### src/rtl/joystick_scan.sv
// Multi-port joystick front end: sync, debounce, round-robin change events.
// Optional autofire on the fire bit when JOY_AUTOFIRE_EN is defined.
module joystick_scan #(
  parameter int NUM_JOY    = 2,
  parameter int BTN_W      = 5,
  parameter int DEB_CYCLES = 250000,
  parameter int CNT_W      = 18,
`ifdef JOY_AUTOFIRE_EN
  parameter int AF_HALF    = 2500000,
`endif
  localparam int CHAN_W    = (NUM_JOY > 1) ? $clog2(NUM_JOY) : 1
) (
  input  logic                     i_clk50,
  input  logic                     i_rst_n,
  input  logic [NUM_JOY*BTN_W-1:0] i_joy,
  output logic [NUM_JOY*BTN_W-1:0] o_joy,
  output logic                     o_evt_valid,
  input  logic                     i_evt_ready,
  output logic [CHAN_W-1:0]        o_evt_chan,
  output logic [BTN_W-1:0]         o_evt_state,
  output logic                     o_evt_ovf
`ifdef JOY_AUTOFIRE_EN
  ,
  input  logic [NUM_JOY-1:0]       i_af_en
`endif
);

  localparam int FIRE_BIT = 4;
`ifdef JOY_AUTOFIRE_EN
  localparam int AF_W = $clog2(AF_HALF + 1);
`endif

  logic [NUM_JOY-1:0]       pending_vec;
  logic [NUM_JOY-1:0]       ovf_vec;
  logic [NUM_JOY*BTN_W-1:0] stable_all;

  logic                     grant_found;
  logic [CHAN_W-1:0]        grant_idx;
  logic                     load;
  logic [BTN_W-1:0]         sel_state;
  logic                     sel_ovf;

  logic                     evt_valid_reg;
  logic [CHAN_W-1:0]        evt_chan_reg;
  logic [BTN_W-1:0]         evt_state_reg;
  logic                     evt_ovf_reg;
  logic [CHAN_W-1:0]        last_grant_reg;

  assign load = grant_found && (!evt_valid_reg || i_evt_ready);

  for (genvar gi = 0; gi < NUM_JOY; gi++) begin : g_port
    logic [BTN_W-1:0] sync1_reg;
    logic [BTN_W-1:0] sync2_reg;
    logic [BTN_W-1:0] synced_prev_reg;
    logic [BTN_W-1:0] stable_reg;
    logic [CNT_W-1:0] cnt_reg;
    logic             pending_reg;
    logic             ovf_reg;
    logic [BTN_W-1:0] synced;
    logic             differs;
    logic             restart;
    logic             deb_done;
    logic             grant;

    assign synced   = ~sync2_reg;
    assign differs  = (synced != stable_reg);
    // A change while already counting means the input is still bouncing.
    assign restart  = (cnt_reg != '0) && (synced != synced_prev_reg);
    assign deb_done = differs && !restart && (cnt_reg == CNT_W'(DEB_CYCLES - 1));
    assign grant    = load && (grant_idx == CHAN_W'(gi));

    always_ff @(posedge i_clk50) begin
      if (!i_rst_n) begin
        sync1_reg       <= '1;
        sync2_reg       <= '1;
        synced_prev_reg <= '0;
        stable_reg      <= '0;
        cnt_reg         <= '0;
        pending_reg     <= 1'b0;
        ovf_reg         <= 1'b0;
      end else begin
        sync1_reg       <= i_joy[gi*BTN_W +: BTN_W];
        sync2_reg       <= sync1_reg;
        synced_prev_reg <= synced;

        if (!differs || restart) begin
          cnt_reg <= '0;
        end else if (deb_done) begin
          cnt_reg    <= '0;
          stable_reg <= synced;
        end else begin
          cnt_reg <= cnt_reg + CNT_W'(1);
        end

        // A completion coinciding with the load re-arms pending for the new state.
        if (grant) begin
          pending_reg <= deb_done;
          ovf_reg     <= 1'b0;
        end else if (deb_done) begin
          pending_reg <= 1'b1;
          ovf_reg     <= ovf_reg | pending_reg;
        end
      end
    end

    assign pending_vec[gi]                = pending_reg;
    assign ovf_vec[gi]                    = ovf_reg;
    assign stable_all[gi*BTN_W +: BTN_W]  = stable_reg;

`ifdef JOY_AUTOFIRE_EN
    logic [AF_W-1:0]  af_cnt_reg;
    logic             af_phase_reg;
    logic [BTN_W-1:0] joy_out;

    always_ff @(posedge i_clk50) begin
      if (!i_rst_n || !stable_reg[FIRE_BIT]) begin
        af_cnt_reg   <= '0;
        af_phase_reg <= 1'b1;
      end else if (af_cnt_reg == AF_W'(AF_HALF - 1)) begin
        af_cnt_reg   <= '0;
        af_phase_reg <= ~af_phase_reg;
      end else begin
        af_cnt_reg <= af_cnt_reg + AF_W'(1);
      end
    end

    always_comb begin
      joy_out           = stable_reg;
      joy_out[FIRE_BIT] = stable_reg[FIRE_BIT] & (af_phase_reg | ~i_af_en[gi]);
    end

    assign o_joy[gi*BTN_W +: BTN_W] = joy_out;
`else
    assign o_joy[gi*BTN_W +: BTN_W] = stable_reg;
`endif
  end

  // Round-robin: ports above the last grant first, then wrap to port 0.
  always_comb begin
    grant_found = 1'b0;
    grant_idx   = '0;
    for (int j = 0; j < NUM_JOY; j++) begin
      if (!grant_found && pending_vec[j] && (j > int'(last_grant_reg))) begin
        grant_found = 1'b1;
        grant_idx   = CHAN_W'(j);
      end
    end
    for (int j = 0; j < NUM_JOY; j++) begin
      if (!grant_found && pending_vec[j] && (j <= int'(last_grant_reg))) begin
        grant_found = 1'b1;
        grant_idx   = CHAN_W'(j);
      end
    end
  end

  always_comb begin
    sel_state = '0;
    sel_ovf   = 1'b0;
    for (int j = 0; j < NUM_JOY; j++) begin
      if (CHAN_W'(j) == grant_idx) begin
        sel_state = stable_all[j*BTN_W +: BTN_W];
        sel_ovf   = ovf_vec[j];
      end
    end
  end

  always_ff @(posedge i_clk50) begin
    if (!i_rst_n) begin
      evt_valid_reg  <= 1'b0;
      evt_chan_reg   <= '0;
      evt_state_reg  <= '0;
      evt_ovf_reg    <= 1'b0;
      last_grant_reg <= CHAN_W'(NUM_JOY - 1);
    end else if (load) begin
      evt_valid_reg  <= 1'b1;
      evt_chan_reg   <= grant_idx;
      evt_state_reg  <= sel_state;
      evt_ovf_reg    <= sel_ovf;
      last_grant_reg <= grant_idx;
    end else if (i_evt_ready) begin
      evt_valid_reg <= 1'b0;
    end
  end

  assign o_evt_valid = evt_valid_reg;
  assign o_evt_chan  = evt_chan_reg;
  assign o_evt_state = evt_state_reg;
  assign o_evt_ovf   = evt_ovf_reg;

endmodule
### config.mk
export PLATFORM = sky130hd
export DESIGN_NAME = joystick_scan
export DESIGN_NICKNAME = d
export VERILOG_FILES = /design/src/rtl/joystick_scan.sv
export SDC_FILE = /design/constraint.sdc
export NUM_CORES = 1
export LEC_CHECK = 0
export ABC_AREA = 1
export CAP_MARGIN = 10
export CELL_PAD_IN_SITES_DETAIL_PLACEMENT = 1
export CELL_PAD_IN_SITES_GLOBAL_PLACEMENT = 1
export CORE_MARGIN = 2
export CORE_UTILIZATION = 42
export DETAILED_ROUTE_END_ITERATION = 10
export PLACE_DENSITY_LB_ADDON = 0.2
export SLEW_MARGIN = 40
export SYNTH_ARGS = -nofsm -noshare
export SYNTH_HDL_FRONTEND = slang
export SYNTH_SLANG_ARGS = --single-unit
### constraint.sdc
create_clock -name i_clk50 -period 1.9 [get_ports i_clk50]
set_input_delay 0.38 -clock i_clk50 [delete_from_list [all_inputs] [get_ports i_clk50]]
set_output_delay 0.38 -clock i_clk50 [all_outputs]
set_load 0.005 [all_outputs]
==> results of run 1 <==
==> area by class of cell <==
class | instances | share of cell area
Clock inverter | 6 | 0.0209
Clock buffer | 10 | 0.0273
Tap cell | 111 | 0.0297
Multi-Input combinational cell | 380 | 0.404
Sequential cell | 89 | 0.381
Inverter | 66 | 0.0530
Timing Repair Buffer | 41 | 0.0845
==> power groups by stage <==
stage,clock [mW],combinational [mW],sequential [mW]
after global placement,0,0.209,1.96
after floorplan,0,0.156,1.96
after global routing,1.61,0.253,1.93
after CTS,1.54,0.218,1.92
after detailed placement,0,0.216,1.97
final,1.49,0.222,1.92
==> worst paths after layout <==
kind | start | to | slack, ps | cells after the start
worst min register to register | g_port[1].sync1_reg[2]$_SDFF_PN1_ | g_port[1].sync2_reg[2]$_SDFF_PN1_ | 420 | 1
worst min-delay path | g_port[1].sync1_reg[2]$_SDFF_PN1_ | g_port[1].sync2_reg[2]$_SDFF_PN1_ | 420 | 1
worst max-delay path | g_port[1].stable_reg[4]$_SDFFE_PN0P_ | o_joy[9] | 130 | 1
worst max register to register | g_port[0].cnt_reg[0]$_SDFF_PP0_ | g_port[0].stable_reg[3]$_SDFFE_PN0P_ | 140 | 9
==> stage by stage <==
stage | setup WS [ps] | utilization | cell area (um^2) | hold slack [ps]
after floorplan | 433 | - | 3970 | 393
after global placement | 188 | 0.481 | 4420 | 394
after detailed placement | 105 | 0.481 | 4420 | 400
after CTS | 82.6 | 0.505 | 4650 | 424
after global routing | -1.37 | 0.509 | 4680 | 440
final | 134 | 0.509 | 4680 | 423
==> routing by layer <==
layer | share of wire | up-vias | wire length [um]
li1 | - | 1795 | -
met1 | 0.45 | 1637 | 4230
met2 | 0.52 | 19 | 4840
met3 | 0.015 | 11 | 139
met4 | 0.019 | 0 | 181
met5 | 0 | - | 0
==> cells in the final DEF, fill, tap and decap left out, drive strengths merged, types with 16 or more instances in the layout <==
master,count
clkdlybuf4s50,30
nand2,126
nor2,104
or2,24
a21oi,16
dfxtp,89
nand4,20
inv,69
nand3,25
xor2,16
==> what timing repair did <==
| item | CTS | global route |
|---|---|---|
| setup buffers | 0 | 3 |
| gates resized for setup | 0 | 2 |
| endpoints found under the setup margin | 0 | 10 |
==> cells by family (layout without fill, tap and decap cells) <==
kind of cell / after synthesis / after routing / synth area share
fa+ha+maj: 4 / 4 / 0.0126
xor+xnor: 22 / 22 / 0.0486
buf+inv: 76 / 123 / 0.0769
flops: 89 / 89 / 0.449
compound gates: 36 / 36 / 0.0479
simple gates: 318 / 318 / 0.365
==> impl_metrics.py, run 1 <==
metrics = {
    "outcome": {
        "status": "complete, no violations",
    },
    "power_and_ir_drop": {
        "switching_share": 0.243,
        "p_comb_frac": 0.061,
        "clkPwrFrac": 0.410,
        "p_per_area_mw_per_mm2": 778,
        "p_total_mw": 3.64,
        "power.leakage_nw": 1.82,
        "p_int_mw": 2.75,
        "p_seq_frac": 0.529,
        "ir_drop_mv": 0.420,
        "p_switching_uw": 883,
    },
    "critical_path": {
        "cp-end-kind": "primary output",
        "cp_top_family": "buffers and inverters",
        "slowest_stage": "clkdlybuf4s50_1",
        "cp.required_ps": 1520,
        "path_buf_inv": 1,
        "cp-start-kind": "flip-flop",
        "worstPathArrival_ps": 1390,
        "crit_path_max_incr_delay_ps": 550,
        "crit_type": "flip-flop to primary output",
        "path_cells": "clkdlybuf4s50_1",
        "worstPathMaxFanout": 5,
    },
    "clock_network": {
        "root_buffer": "clkbuf_8",
        "worstSkewPairLatency_ps": 370,
        "htreeDepth": 3,
        "tritoncts": "built",
        "postCtsHoldBufs": 0,
        "clockBufferDepth": 2,
        "cts.clk_slew.worst_paths_ps": 90,
        "cts_buffers": 9,
        "clkSinkCount": 89,
    },
    "placement": {
        "placed_cells": 684,
        "dp_hpwl_um": 7040,
        "gp_congestion": 0.837,
        "io_buffers": 30,
    },
    "logic_synthesis": {
        "yosysWarnings": 0,
        "avgSynthCellArea_um2": 7.28,
        "synthesis.area_mm2": 0.00397,
        "synth.ff_latch_count": 89,
        "yosysSeqAreaShare": 0.449,
        "synth_edf_count": 0,
        "synthArstFlopShare": 0,
        "syn-num-nets": 562,
        "synth_area_leaders": "dfxtp_1 (45%), nand2_1 (12%), nor2_1 (9.4%)",
        "ys.flop_type": "dfxtp_1",
        "synthCells": 545,
        "synth_top_area_share": 0.449,
        "ys_types": 30,
        "yosysMostFrequentCell": "nand2_1",
        "synth_common_cells": "nand2_1 (123), nor2_1 (99), dfxtp_1 (89)",
        "synth_top_cell_by_area": "dfxtp_1",
    },
    "grt": {
        "grt_use_total": 0.196,
        "met3_usage": 0.0255,
        "grt_overflow": 0,
        "grt_max_degree": 41,
        "antenna_found_initial": 0,
        "grt-busiest-layer": "met2",
        "globalRouteMet2Util": 0.355,
        "grt_util_met1": 0.231,
        "grt_pass1_vias": 3507,
        "grt_pass1_wl_um": 15900,
    },
    "worst_hold_path": {
        "hold_path.class": "flip-flop to flip-flop",
    },
    "cells_and_area": {
        "final_cells": 703,
        "nFillCells": 1195,
        "multiInputGateArea_mm2": 0.00189,
        "seqCellArea_mm2": 0.00178,
        "final_nets": 604,
        "largest_reg_flops": 36,
        "layout-drive-gt1-share": 0.108,
        "syn_to_final_growth_pct": 17.9,
        "n_antenna_cell": 0,
    },
    "floorplanning": {
        "num_rows": 35,
        "die-area_mm2": 0.0102,
        "boundaryPins": 31,
        "die_x_um": 101,
        "die_y_um": 101,
        "initial_core_util": 0.431,
        "core_area_mm2": 0.00920,
    },
    "drt": {
        "vias": 3462,
        "wire_per_inst_um": 13.4,
        "drt_iter0_drc": 48,
        "vias_per_cell": 4.92,
        "ant_nets": 0,
        "drt_pass1_iterations": 4,
        "postRouteWirelength_um": 9390,
        "drc": 0,
    },
    "sta": {
        "clock_skew_ps": 12.4,
        "fin_crit_sh": 0.929,
        "fmax_mhz": 566,
        "relSlewSlack": 0.718,
        "setup_tns_ps": 0,
        "drv_slew": 0,
        "min_period_ps": 1770,
        "worstMarginPinSlew_ps": 419,
        "hold_viol": 0,
        "setup_viol": 0,
    },
    "job": {
        "drv_cap": 0,
    },
}
(Power assumes the default switching activity.)
==> run 2, diff against run 1 <==
Settings changed: CELL_PAD_IN_SITES_DETAIL_PLACEMENT 1 to unset, CELL_PAD_IN_SITES_GLOBAL_PLACEMENT 1 to unset, CORE_UTILIZATION 42 to 55.
==> run 2 against run 1 <==
- wire length fell by 18%
- sequential power barely moved
- total power fell by 3.7%
- register-to-register slack improved by 80 ps
- critical path depth did not move
- non-clock buffer count fell by 3
- first-iteration DRC count rose to 4.0 times the previous value
- via count fell by 2.2%
- cell area fell by 1.1%
- maximum frequency rose by 1.1%
- die area fell by 23%
- clock-buffer cell count fell by 1
- highest routed layer unchanged
==> impl_metrics.py, run 2 (same netlist as run 1, synthesis figures left out) <==
metrics = {
    "outcome": {
        "status": "complete, no violations",
    },
    "critical_path": {
        "rr_endpoint": "g_port[0].stable_reg[0]$_SDFFE_PN0P_",
        "cp-end-kind": "primary output",
        "cp.required_ps": 1520,
        "slowest_stage": "clkdlybuf4s50_1",
        "worstPathMaxFanout": 5,
        "timing.rr.start": "g_port[0].cnt_reg[0]$_SDFF_PP0_",
        "crit_type": "flip-flop to primary output",
        "r2r_slack_ps": 220,
        "path_cells": "clkdlybuf4s50_1",
        "r2r_cells": 9,
        "cp-start-kind": "flip-flop",
        "crit_cells": 1,
        "worstPathArrival_ps": 1370,
        "path_buf_inv": 1,
        "crit_path_max_incr_delay_ps": 550,
        "cp_top_family": "buffers and inverters",
    },
    "grt": {
        "grt_overflow": 0,
        "grt_use_total": 0.218,
        "grt_max_degree": 41,
        "grt_pass1_vias": 3115,
        "antenna_found_initial": 0,
        "grt_pass1_wl_um": 13500,
    },
    "drt": {
        "postRouteWirelength_um": 7720,
        "wire_per_inst_um": 11.3,
        "vias_per_cell": 4.94,
        "ant_nets": 0,
        "drt_iter0_drc": 191,
        "drc": 0,
        "drt_pass1_iterations": 4,
        "vias": 3385,
    },
    "power_and_ir_drop": {
        "p_int_mw": 2.63,
        "ir_drop_mv": 0.611,
        "p_seq_frac": 0.548,
        "p_switching_uw": 875,
        "p_per_area_mw_per_mm2": 757,
        "p_total_mw": 3.50,
        "clkPwrFrac": 0.393,
        "p_comb_frac": 0.059,
        "power.leakage_nw": 1.80,
        "switching_share": 0.250,
    },
    "cells_and_area": {
        "final_nets": 601,
        "nFillCells": 593,
        "final_common_cell": "nand2_1",
        "largest_reg_flops": 36,
        "fin_area_mm2": 0.00463,
        "syn_to_final_growth_pct": 16.6,
        "utilization": 0.674,
        "layout_common_cells": "nand2_1 (123), nor2_1 (98), dfxtp_1 (89)",
        "multiInputGateArea_mm2": 0.00189,
        "layout-drive-gt1-share": 0.105,
        "n_antenna_cell": 0,
        "final_cells": 685,
        "seqCellArea_mm2": 0.00178,
    },
    "clock_network": {
        "root_buffer": "clkbuf_8",
        "cts.clk_slew.worst_paths_ps": 100,
        "postCtsHoldBufs": 0,
        "htreeDepth": 3,
        "tritoncts": "built",
        "cts_buffers": 9,
        "clkSinkCount": 89,
        "worstSkewPairLatency_ps": 360,
        "clockBufferDepth": 2,
    },
    "placement": {
        "post-place-ws_ps": 51.1,
        "io_buffers": 30,
        "gp_congestion": 0.863,
        "dp_hpwl_um": 5570,
        "placed_cells": 668,
        "dpl_cell_area_mm2": 0.00440,
    },
    "sta": {
        "setup_viol": 0,
        "fmax_mhz": 573,
        "min_period_ps": 1750,
        "relSlewSlack": 0.678,
        "setup_ws_ps": 154,
        "setup_tns_ps": 0,
        "fin_crit_sh": 0.919,
        "clock_skew_ps": 7.70,
        "rsz0062_at_grt": "no",
        "worstMarginPinSlew_ps": 478,
        "hold_slack_ps": 421,
        "hold_viol": 0,
        "drv_slew": 0,
    },
    "worst_hold_path": {
        "hp-start": "g_port[1].sync1_reg[0]$_SDFF_PN1_",
        "hold_path.class": "flip-flop to flip-flop",
        "min_to": "g_port[1].sync2_reg[0]$_SDFF_PN1_",
        "min_path_cells": 1,
    },
    "floorplanning": {
        "die_y_um": 88.9,
        "boundaryPins": 31,
        "die_x_um": 88.9,
        "die-area_mm2": 0.00791,
        "initial_core_util": 0.578,
        "num_rows": 30,
        "core_area_mm2": 0.00687,
    },
    "job": {
        "drv_cap": 0,
    },
}
==> run 2: cell count changes in the layout (fill, tap and decap cells not counted), sizes merged <==
cell	before	now
inv	69	70
clkbuf	10	9
buf	11	8
bufinv	2	1
clkinv	1	2
==> run 2: worst max-delay path by stage <==
| stage | startpoint | to |
|---|---|---|
| after global routing | g_port[0].cnt_reg[0]$_SDFF_PP0_ | g_port[0].cnt_reg[0]$_SDFF_PP0_ |
| after global placement | i_evt_ready | o_evt_state[4]$_SDFFE_PN0P_ |
| final | g_port[1].stable_reg[0]$_SDFFE_PN0P_ | o_joy[5] |
| after floorplan | g_port[1].cnt_reg[0]$_SDFF_PP0_ | g_port[1].cnt_reg[16]$_SDFF_PP0_ |
| after CTS | g_port[0].cnt_reg[0]$_SDFF_PP0_ | g_port[0].stable_reg[0]$_SDFFE_PN0P_ |
| after detailed placement | i_evt_ready | o_evt_ovf$_SDFFE_PN0P_ |
==> run 2: layout make-up <==
cell class,count,share of cell area
multi-input combinational,380,0.408
inverter,66,0.0535
tap,96,0.0260
timing repair buffer,38,0.0806
clock inverter,7,0.0200
sequential,89,0.385
clock buffer,9,0.0268
==> run 2: layer usage <==
layer / up-vias / global-route usage / share of wire
li1: 1784 / - / -
met1: 1519 / 0.290 / 0.47
met2: 73 / 0.349 / 0.47
met3: 9 / 0.0499 / 0.042
met4: 0 / 0.0773 / 0.012
met5: - / 0 / 0
==> run 2: repair_timing <==
| item | 4_1_cts | 5_1_grt |
|---|---|---|
| setup buffers | 0 | 1 |
| resized for setup | 0 | 2 |
| endpoints found under the setup margin | 0 | 8 |
==> run 2: power groups by stage <==
stage                     sequential (mW)  clock, mW  combinational [mW]
after floorplan                      1.96          0               0.156
after global placement               1.96          0               0.202
after detailed placement             1.97          0               0.208
after CTS                            1.92       1.42               0.209
after global routing                 1.93       1.49               0.235
final                                1.92       1.38               0.206
==> run 3, diff against run 2 <==
Settings changed: CAP_MARGIN 10 to unset, SLEW_MARGIN 40 to 10.
==> results of run 3 <==
Same layout as run 2: the final DEF is identical, and so are final timing and power.
